===== src/rtl/range_rand_pkg.sv =====
// Shared types and LFSR helpers for the constrained-random source.
package range_rand_pkg;

    typedef enum logic [1:0] {IDLE, DRAW, HOLD} state_e;

    // x^16 + x^14 + x^13 + x^11 + 1, right-shifting Galois form
    localparam logic [15:0] LFSR_MASK = 16'hB400;
    localparam int unsigned LFSR_MAX_W = 32;

    function automatic logic [LFSR_MAX_W-1:0] lfsr_next(input logic [LFSR_MAX_W-1:0] s,
                                                        input logic [LFSR_MAX_W-1:0] mask);
        return (s >> 1) ^ (s[0] ? mask : '0);
    endfunction

endpackage


===== src/rtl/range_rand_gen_if.sv =====
// Request/response and seed-load signals between a requester and range_rand_gen.
interface range_rand_gen_if #(
    parameter int unsigned WIDTH  = 8,
    parameter int unsigned LFSR_W = 16
);
    logic              req_valid;
    logic              req_ready;
    logic [WIDTH-1:0]  req_lo;
    logic              rsp_valid;
    logic              rsp_ready;
    logic [WIDTH-1:0]  rsp_data;
    logic              rsp_fallback;
    logic              seed_load;
    logic [LFSR_W-1:0] seed_val;

    modport master (
        output req_valid, req_lo, rsp_ready, seed_load, seed_val,
        input  req_ready, rsp_valid, rsp_data, rsp_fallback
    );

    modport slave (
        input  req_valid, req_lo, rsp_ready, seed_load, seed_val,
        output req_ready, rsp_valid, rsp_data, rsp_fallback
    );
endinterface


===== src/rtl/lfsr_galois.sv =====
// Galois LFSR with step enable and parallel load (load wins over step).
module lfsr_galois
    import range_rand_pkg::*;
#(
    parameter int unsigned       LFSR_W = 16,
    parameter logic [LFSR_W-1:0] SEED   = LFSR_W'(16'hACE1)
) (
    input  logic              clk,
    input  logic              rst_n,
    input  logic              step,
    input  logic              load,
    input  logic [LFSR_W-1:0] load_val,
    output logic [LFSR_W-1:0] state
);

    logic [LFSR_W-1:0] state_q, state_d;

    always_comb begin
        state_d = state_q;
        if (load) begin
            state_d = load_val;
        end else if (step) begin
            state_d = LFSR_W'(lfsr_next(LFSR_MAX_W'(state_q), LFSR_MAX_W'(LFSR_MASK)));
        end
    end

    always_ff @(posedge clk) begin
        if (!rst_n) begin
            state_q <= SEED;
        end else begin
            state_q <= state_d;
        end
    end

    assign state = state_q;

endmodule


===== src/rtl/range_rand_gen.sv =====
// Rejection-sampling random source: returns a value in [lo, 2^WIDTH-1], 0 for small lo,
// or lo itself with rsp_fallback set once MAX_TRIES candidates have been rejected.
module range_rand_gen
    import range_rand_pkg::*;
#(
    parameter int unsigned       WIDTH     = 8,
    parameter int unsigned       LFSR_W    = 16,
    parameter logic [LFSR_W-1:0] SEED      = LFSR_W'(16'hACE1),
    parameter int unsigned       THRESH    = 10,
    parameter int unsigned       MAX_TRIES = 16
) (
    input logic             clk,
    input logic             rst_n,
    range_rand_gen_if.slave bus
);

    localparam int unsigned TRIES_W = $clog2(MAX_TRIES + 1);

    state_e             state_q, state_d;
    logic [WIDTH-1:0]   lo_q, lo_d;
    logic [WIDTH-1:0]   data_q, data_d;
    logic               fb_q, fb_d;
    logic [TRIES_W-1:0] tries_q, tries_d, tries_inc;
    logic [LFSR_W-1:0]  lfsr_q, seed_eff;
    logic [WIDTH-1:0]   cand;
    logic               seed_take, lfsr_step;

    // Seeding is only honoured while idle so a draw in flight is never disturbed
    assign seed_take = bus.seed_load && (state_q == IDLE);
    assign lfsr_step = ~seed_take;
    assign seed_eff  = (bus.seed_val == '0) ? SEED : bus.seed_val;
    assign cand      = lfsr_q[WIDTH-1:0];
    assign tries_inc = tries_q + TRIES_W'(1);

    lfsr_galois #(
        .LFSR_W (LFSR_W),
        .SEED   (SEED)
    ) u_lfsr (
        .clk      (clk),
        .rst_n    (rst_n),
        .step     (lfsr_step),
        .load     (seed_take),
        .load_val (seed_eff),
        .state    (lfsr_q)
    );

    if (LFSR_W > WIDTH) begin : g_lfsr_hi
        logic unused_lfsr_hi;
        assign unused_lfsr_hi = ^lfsr_q[LFSR_W-1:WIDTH];
    end

    always_comb begin
        state_d = state_q;
        lo_d    = lo_q;
        tries_d = tries_q;
        data_d  = data_q;
        fb_d    = fb_q;
        unique case (state_q)
            IDLE: begin
                if (bus.req_valid) begin
                    lo_d    = bus.req_lo;
                    tries_d = '0;
                    if (bus.req_lo <= WIDTH'(THRESH)) begin
                        state_d = HOLD;
                        data_d  = '0;
                        fb_d    = 1'b0;
                    end else begin
                        state_d = DRAW;
                    end
                end
            end
            DRAW: begin
                if (cand >= lo_q) begin
                    state_d = HOLD;
                    data_d  = cand;
                    fb_d    = 1'b0;
                end else begin
                    tries_d = tries_inc;
                    if (tries_inc == TRIES_W'(MAX_TRIES)) begin
                        state_d = HOLD;
                        data_d  = lo_q;
                        fb_d    = 1'b1;
                    end
                end
            end
            HOLD: begin
                if (bus.rsp_ready) begin
                    state_d = IDLE;
                end
            end
            default: state_d = IDLE;
        endcase
    end

    always_ff @(posedge clk) begin
        if (!rst_n) begin
            state_q <= IDLE;
            lo_q    <= '0;
            tries_q <= '0;
            data_q  <= '0;
            fb_q    <= 1'b0;
        end else begin
            state_q <= state_d;
            lo_q    <= lo_d;
            tries_q <= tries_d;
            data_q  <= data_d;
            fb_q    <= fb_d;
        end
    end

    assign bus.req_ready    = (state_q == IDLE);
    assign bus.rsp_valid    = (state_q == HOLD);
    assign bus.rsp_data     = data_q;
    assign bus.rsp_fallback = fb_q;

endmodule

===== src/flat_wrapper.sv =====
// flat-port wrapper written by rule: the top's interface ports become plain ports
module range_rand_gen_flat import range_rand_pkg::*;
#(
    parameter int unsigned       WIDTH     = 8,
    parameter int unsigned       LFSR_W    = 16,
    parameter logic [LFSR_W-1:0] SEED      = LFSR_W'(16'hACE1),
    parameter int unsigned       THRESH    = 10,
    parameter int unsigned       MAX_TRIES = 16
)
  (clk, rst_n, bus_req_valid, bus_req_lo, bus_rsp_ready, bus_seed_load, bus_seed_val, bus_req_ready, bus_rsp_valid, bus_rsp_data, bus_rsp_fallback);
  range_rand_gen_if #(.WIDTH(WIDTH), .LFSR_W(LFSR_W)) bus_i ();
  input logic clk;
  input logic rst_n;
  input wire logic [$bits(bus_i.req_valid)-1:0] bus_req_valid;
  input wire logic [$bits(bus_i.req_lo)-1:0] bus_req_lo;
  input wire logic [$bits(bus_i.rsp_ready)-1:0] bus_rsp_ready;
  input wire logic [$bits(bus_i.seed_load)-1:0] bus_seed_load;
  input wire logic [$bits(bus_i.seed_val)-1:0] bus_seed_val;
  output wire logic [$bits(bus_i.req_ready)-1:0] bus_req_ready;
  output wire logic [$bits(bus_i.rsp_valid)-1:0] bus_rsp_valid;
  output wire logic [$bits(bus_i.rsp_data)-1:0] bus_rsp_data;
  output wire logic [$bits(bus_i.rsp_fallback)-1:0] bus_rsp_fallback;
  assign bus_i.req_valid = bus_req_valid;
  assign bus_i.req_lo = bus_req_lo;
  assign bus_i.rsp_ready = bus_rsp_ready;
  assign bus_i.seed_load = bus_seed_load;
  assign bus_i.seed_val = bus_seed_val;
  assign bus_req_ready = bus_i.req_ready;
  assign bus_rsp_valid = bus_i.rsp_valid;
  assign bus_rsp_data = bus_i.rsp_data;
  assign bus_rsp_fallback = bus_i.rsp_fallback;
  range_rand_gen #(.WIDTH(WIDTH), .LFSR_W(LFSR_W), .SEED(SEED), .THRESH(THRESH), .MAX_TRIES(MAX_TRIES)) u_core (.clk(clk), .rst_n(rst_n), .bus(bus_i));
endmodule

===== config.mk =====
export PLATFORM = sky130hd
export DESIGN_NAME = range_rand_gen_flat
export DESIGN_NICKNAME = d
export VERILOG_FILES = /design/src/rtl/range_rand_pkg.sv /design/src/rtl/range_rand_gen_if.sv /design/src/rtl/lfsr_galois.sv /design/src/rtl/range_rand_gen.sv /design/src/flat_wrapper.sv
export SDC_FILE = /design/constraint.sdc
export NUM_CORES = 1
export LEC_CHECK = 0
export BUFFER_PORTS_ARGS = -buffer_cell sky130_fd_sc_hd__buf_2
export CORE_MARGIN = 2
export CORE_UTILIZATION = 50
export DETAILED_ROUTE_END_ITERATION = 8
export HOLD_SLACK_MARGIN = 0.08
export PLACE_DENSITY = 0.86
export SETUP_SLACK_MARGIN = 0.3
export SKIP_LAST_GASP = 1
export SYNTH_ARGS = -nofsm -noshare
export SYNTH_HDL_FRONTEND = slang
export SYNTH_SLANG_ARGS = --single-unit

===== constraint.sdc =====
create_clock -name clk -period 5.1 [get_ports clk]
set_input_delay 0.51 -clock clk [delete_from_list [all_inputs] [get_ports clk]]
set_output_delay 0.51 -clock clk [all_outputs]
set_load 0.005 [all_outputs]

==> metrics.md, run 1 <==
| Metric | Value |
|---|---|
| Setup bufs post-CTS | `0` |
| Pleak | `1.05 nW` |
| Total gr overflow | `0` |
| First drt pass iteration count | `5` |
| Clock-pin transition on the worst setup and hold timing paths | `0.07 ns` |
| Crit path launch type | `flop` |
| CP bufs+invs | `1` |
| Worst-skew pair later-pin latency | `0.29 ns` |
| Req. time, crit path | `5.29 ns` |
| Post-CTS Resized | `0` |
| Tmin final | `2.29 ns` |
| Largest net degree at the start of global routing | `22` |
| Die X | `66.9 microns` |
| Max Freq | `0.437 GHz` |
| CTS Sinks | `40` |
| Wire length per cell | `13.7 microns` |
| Final hold violations | `0` |
| Vias in the first global route | `1635` |
| Mapped Area | `1980 sq um` |
| Final Routed Wirelength | `4.33 mm` |
| # diodes | `0` |
| Hpwl dp | `3.29 mm` |
| WL met1 | `2.00 mm` |
| Critical Path AT | `2.48 ns` |
| GRT Total Usage | `22.3%` |
| Clk root buf | `clkbuf_8` |
| Crit-path max FO | `15` |
| Initial DRC Count | `110` |
| Cell Pwr Density | `350 nW/um^2` |
| Initial core utilization | `52.8%` |
| H-tree lvl count | `2` |
| DR DRC count | `0` |
| Crit path largest cell delay | `0.46 ns` |
| First-pass GRT wire length | `7.38 mm` |
| Area grow syn2layout | `16.2%` |
| Worst Tran Pin Value | `0.518 ns` |
| Row cnt | `22` |
| Final setup fails | `0` |
| Mapped Cells | `233` |
| Core box area | `3740 sq um` |
| Worst Hold Depth | `2` |
| HP Start | `u_core.u_lfsr.state[15]$_SDFF_PN1_` |
| CP endpoint kind | `flop` |
| Detail Route Antenna Nets | `0` |
| Syn_area_per_cell | `8.48 sq um` |
| Crit share post-route | `44.9%` |
| Max-cap violations | `0` |
| Top Ports | `40` |
| Syn_nets | `271` |
| Total power | `0.805 mW` |
| Final Max Tran Viols | `0` |
| Post-synthesis sequential area ratio | `40.5%` |
| Worst Reg-to-Reg Cells | `7` |
| Max clock buf depth | `2` |
| Die height | `66.9 microns` |
| Routed wl met3 | `270 microns` |
| Crit Path Class | `reg -> reg` |
| Worst hold path class | `reg -> reg` |
| R2R Path Start | `u_core.u_lfsr.state[0]$_SDFF_PN1_` |
| #FFs+latches synth | `40` |
| Placed inst area | `2170 sq um` |
| CTS Buf Count | `5` |
| CTS tree | `yes` |
| YS warnings | `0` |
| Uppermost layer routed | `met4` |
| Routed vias/inst | `5.66` |
| I/O Buffers | `39` |
| Fin Setup TNS | `0 ns` |
| Initial antenna violation count | `0` |
| Nets | `306` |
| Routability cong. | `0.934` |
| CP max-delay cell | `o21a_1` |
| CP top delay family | `compound AO/OA/AOI/OAI gates` |
| Synth cell types | `47` |
| Setup skew after layout | `0.00353 ns` |
| Vias after detailed routing | `1790` |
| Unrepaired setup endpoints after global routing | `no` |
| Flop2flop setup slack | `2.81 ns` |
| VDD IR-drop max | `0.220 mV` |
| Cell Chain, Critical Path | `inv_1 -> ha_1 -> nand2b_1 -> a31oi_1 -> o21a_1 -> nand3_1 -> a21bo_2` |
| Outcome | `finished clean` |
| Post-Layout Inst Area | `2300 sq um` |
| Share of cells above drive strength 1 | `23.1%` |
| R2r endpoint | `u_core.tries_q[4]$_SDFFE_PN0P_` |
| Hold_buf cts | `0` |
| DR WL met2 | `1.99 mm` |
| Die ar. | `4470 sq um` |
| Fillers | `356` |
| Slew HR | `65.1%` |
| WHS Endpoint | `u_core.u_lfsr.state[14]$_SDFF_PN0_` |
cell type report:
class	instances	area [sq um]	share of cell area, %
clock buffers	5	68.8	3.00
clock inverters	2	60.1	2.61
inverters	10	37.5	1.63
multi-input cells	172	1070	46.8
flip-flops and latches	40	801	34.9
well taps	48	60.1	2.61
repair buffers	39	195	8.50
cells in the mapped netlist, drive strengths merged:
cell,n,area (sq um)
nand2,46,173
dfxtp,40,801
a21oi,20,100
and3,11,76.3
nor3,10,50.1
ha,9,113
inv,9,33.8
nand3,8,40.0
o22ai,8,50.1
a221o,7,71.3
clkbuf,7,28.8
nor4,5,31.3
and2,4,25.0
buf,4,35.0
nand2b,4,25.0
nor2,4,15.0
a211o,3,27.5
a31oi,3,18.8
nand3b,3,35.0
o21a,3,22.5
o21ai,3,15.0
a211oi,2,15.0
a21o,2,15.0
and3b,2,18.8
mux2i,2,20.0
xor2,2,17.5
a21bo,1,10.0
a22oi,1,12.5
a31o,1,8.76
a32o,1,11.3
a41oi,1,8.76
and2b,1,8.76
and4,1,8.76
clkinv,1,3.75
nand4,1,6.26
nor2b,1,8.76
or4,1,7.51
xnor2,1,8.76
how the worst max path moves through the flow:
stage	from	to	cells after the start
after floorplan	u_core.u_lfsr.state[0]$_SDFF_PN1_	u_core.bus.rsp_data[1]$_SDFFE_PN0P_	8
after global placement	u_core.u_lfsr.state[0]$_SDFF_PN1_	u_core.tries_q[4]$_SDFFE_PN0P_	7
after detailed placement	u_core.u_lfsr.state[0]$_SDFF_PN1_	u_core.tries_q[4]$_SDFFE_PN0P_	7
after CTS	u_core.u_lfsr.state[0]$_SDFF_PN1_	u_core.tries_q[4]$_SDFFE_PN0P_	7
after global routing	u_core.lo_q[5]$_SDFFE_PN0P_	u_core.tries_q[4]$_SDFFE_PN0P_	7
final	u_core.u_lfsr.state[0]$_SDFF_PN1_	u_core.tries_q[4]$_SDFFE_PN0P_	7
worst reg2reg max path, stage by stage (launching register included):
cell	delay (ns)
dfxtp_1	0.44
inv_1	0.09
ha_1	0.29
nand2b_1	0.13
a31oi_1	0.21
o21a_1	0.46
nand3_1	0.31
a21bo_2	0.26
cells in the final DEF, fill, tap and decap left out, types with 4 or more instances in the layout:
cell,n
a21oi_1,20
a221o_1,6
and2_1,4
and3_1,5
and3_2,6
buf_2,39
clkbuf_8,5
dfxtp_1,40
ha_1,9
inv_1,9
nand2_1,46
nand2b_1,4
nand3_1,8
nor2_1,4
nor3_1,10
nor4_1,5
o22ai_1,8
cells by family (layout without fill, tap and decap cells):
family,after synthesis,in the layout,share of synthesized area (%)
fa+ha+maj,9,9,5.70
xor+xnor,3,3,1.33
mux,2,2,1.01
buf+inv,21,56,5.13
flops,40,40,40.5
compound gates,56,56,19.6
simple gates,102,102,26.8
per-stage QoR:
stage / hold WS [ns] / instances / setup slack, ns / utilization, %
floorplan: 0.422 / 233 / 3.11 / -
global placement: 0.426 / 309 / 2.91 / 57.9
detailed placement: 0.437 / 309 / 2.81 / 57.9
CTS: 0.442 / 316 / 2.81 / 61.4
finish: 0.445 / 316 / 2.81 / 61.4
global route: 0.447 / 316 / 2.59 / 61.4
state kept, by name, summed over array words and instances, names as in the netlist:
| name | cells |
|---|---|
| u_core.bus.rsp_fallback | 1 |
| u_core.tries_q | 5 |
| u_core.lo_q | 8 |
| u_core.state_q | 2 |
| u_core.bus.rsp_data | 8 |
| u_core.u_lfsr.state | 16 |
per-layer routing:
metal	GRT usage, %	vias up
met2	35.4	68
met4	9.44	0
met5	0	-
li1	-	908
met3	5.07	7
met1	28.9	807
where the power goes:
group / leakage (nW) / internal, mW / switching (mW)
Sequential: 0.329 / 0.341 / 0.0199
Clock: 0.0642 / 0.192 / 0.103
Combinational: 0.659 / 0.0614 / 0.0866
Note: power is estimated with default switching activity, not from simulation.
==> inputs of run 2 (changes only) <==
Settings changed: CORE_UTILIZATION 50 to 49, PLACE_DENSITY 0.86 to 0.87.
Clock period 5.1 ns to 1.99 ns, I/O delays scaled along.
==> metrics.md, run 2 (synthesized netlist as in run 1, its figures left out) <==
| Metric | Value |
|---|---|
| Crit share post-route | `97.1%` |
| Nets | `327` |
| Cell Chain, Critical Path | `inv_2 -> ha_4 -> and4_1 -> o21ai_2 -> o21a_1 -> a32o_2 -> a221o_2` |
| Top Ports | `40` |
| First-pass GRT wire length | `8.53 mm` |
| Pleak | `1.14 nW` |
| CP endpoint kind | `flop` |
| Final Routed Wirelength | `5.10 mm` |
| Leading cell type in the layout, fill and taps excluded | `nand2_1` |
| Crit path launch type | `flop` |
| Commonest non-fill, non-tap cells in the layout | `nand2_1 (45), buf_2 (39), dfxtp_1 (31)` |
| Final hold violations | `0` |
| CTS tree | `yes` |
| DR DRC count | `0` |
| Max reg flops | `16` |
| Area grow syn2layout | `28.5%` |
| Routed vias/inst | `5.76` |
| Clk root buf | `clkbuf_8` |
| Slew HR | `63.1%` |
| First drt pass iteration count | `5` |
| Crit-path max FO | `8` |
| GRT Total Usage | `24.5%` |
| Vias in the first global route | `1860` |
| Row cnt | `23` |
| Total gr overflow | `0` |
| Setup skew after layout | `0.00813 ns` |
| Max Freq | `0.518 GHz` |
| Crit Path Class | `reg -> reg` |
| Routability cong. | `0.924` |
| CTS Buf Count | `5` |
| Total power | `2.03 mW` |
| Hold_buf cts | `0` |
| Share of cells above drive strength 1 | `38.3%` |
| Final setup fails | `0` |
| Die ar. | `4560 sq um` |
| CTS Sinks | `40` |
| Max-cap violations | `0` |
| Tmin final | `1.93 ns` |
| CP bufs+invs | `1` |
| VDD IR-drop max | `0.507 mV` |
| Vias after detailed routing | `1959` |
| Worst slack at placement | `-0.00596 ns` |
| Die X | `67.5 microns` |
| CP max-delay cell | `a221o_2` |
| I/O Buffers | `39` |
| Hpwl dp | `3.58 mm` |
| Unrepaired setup endpoints after global routing | `yes` |
| Req. time, crit path | `2.18 ns` |
| # diodes | `0` |
| Worst Tran Pin Value | `0.548 ns` |
| Detail Route Antenna Nets | `0` |
| Crit path largest cell delay | `0.35 ns` |
| Initial antenna violation count | `0` |
| Core box area | `3940 sq um` |
| Multi-input gate area | `1170 sq um` |
| Initial core utilization | `50.1%` |
| CP top delay family | `compound AO/OA/AOI/OAI gates` |
| Clock-pin transition on the worst setup and hold timing paths | `0.09 ns` |
| Largest net degree at the start of global routing | `21` |
| Initial DRC Count | `150` |
| Critical Path AT | `2.12 ns` |
| Outcome | `finished clean` |
| Fillers | `302` |
| Die height | `67.5 microns` |
| Wire length per cell | `15.0 microns` |
| Worst-skew pair later-pin latency | `0.30 ns` |
| Worst hold path class | `in -> reg` |
| H-tree lvl count | `2` |
| Final Max Tran Viols | `0` |
| Cell Pwr Density | `798 nW/um^2` |
| Setup ws final | `0.0580 ns` |
| FF+latch area | `812 sq um` |
| Max clock buf depth | `2` |
run 2: cell count changes in the layout (fill, tap and decap cells not counted), sizes merged:
| cell | delta |
|---|---|
| buf | +21 |
| bufinv | -2 |
| clkinv | +1 |
| clkinvlp | +2 |
run 2: what timing repair did:
| action | CTS | global route |
|---|---|---|
| gates resized for setup | 23 | 4 |
| buffers inserted | 6 | 1 |
| endpoints found under the hold margin | 0 | 0 |
| setup endpoints to repair | 16 | 17 |
| pin swaps | 11 | 7 |
run 2: cell type report:
cell class	instances	area share [%]
Clock inverter	3	0.936
Multi-Input combinational cell	172	46.3
Timing Repair Buffer	60	14.2
Tap cell	50	2.46
Inverter	10	1.48
Clock buffer	5	2.71
Sequential cell	40	32.0
run 2: power breakdown:
group	leakage (nW)	internal (mW)	switching (mW)
sequential	0.332	0.878	0.0539
clock	0.0404	0.248	0.313
combinational	0.771	0.256	0.278
run 2: worst reg2reg max path, cell delays in order (launching register included):
cell and delay [ns]:
dfxtp_2 0.34, inv_2 0.06, ha_4 0.26, and4_1 0.21, o21ai_2 0.08, o21a_1 0.19
a32o_2 0.33, a221o_2 0.35
run 2: metal layers:
metal | GRT usage, % | vias to the layer above | share of wire (%)
li1 | - | 958 | -
met5 | 0 | - | 0
met4 | 6.12 | 0 | 0.71
met1 | 31.9 | 917 | 45
met3 | 5.67 | 5 | 6.5
met2 | 40.9 | 79 | 48
run 2: through the flow:
stage,TNS [ns],instance area [sq um],utilization (%),hold slack [ns],instances
6_report,0,2540,64.4,0.116,340
5_1_grt,-0.0155,2540,64.4,0.117,340
4_1_cts,0,2520,63.9,0.116,339
3_5_place_dp,-0.00596,2290,58.1,0.435,325
3_3_place_gp,0,2290,58.1,0.428,325
2_1_floorplan,0,2000,-,0.323,233
run 2: final timing paths:
path	startpoint	cells after the start	slack, ns	endpoint
hold / removal	bus_seed_val[15]	3	0.12	u_core.u_lfsr.state[15]$_SDFF_PN1_
hold reg to reg	u_core.u_lfsr.state[10]$_SDFF_PN1_	2	0.44	u_core.u_lfsr.state[9]$_SDFF_PN0_
setup reg to reg	u_core.lo_q[5]$_SDFFE_PN0P_	7	0.06	u_core.bus.rsp_data[6]$_SDFFE_PN0P_
setup / recovery	u_core.lo_q[5]$_SDFFE_PN0P_	7	0.06	u_core.bus.rsp_data[6]$_SDFFE_PN0P_
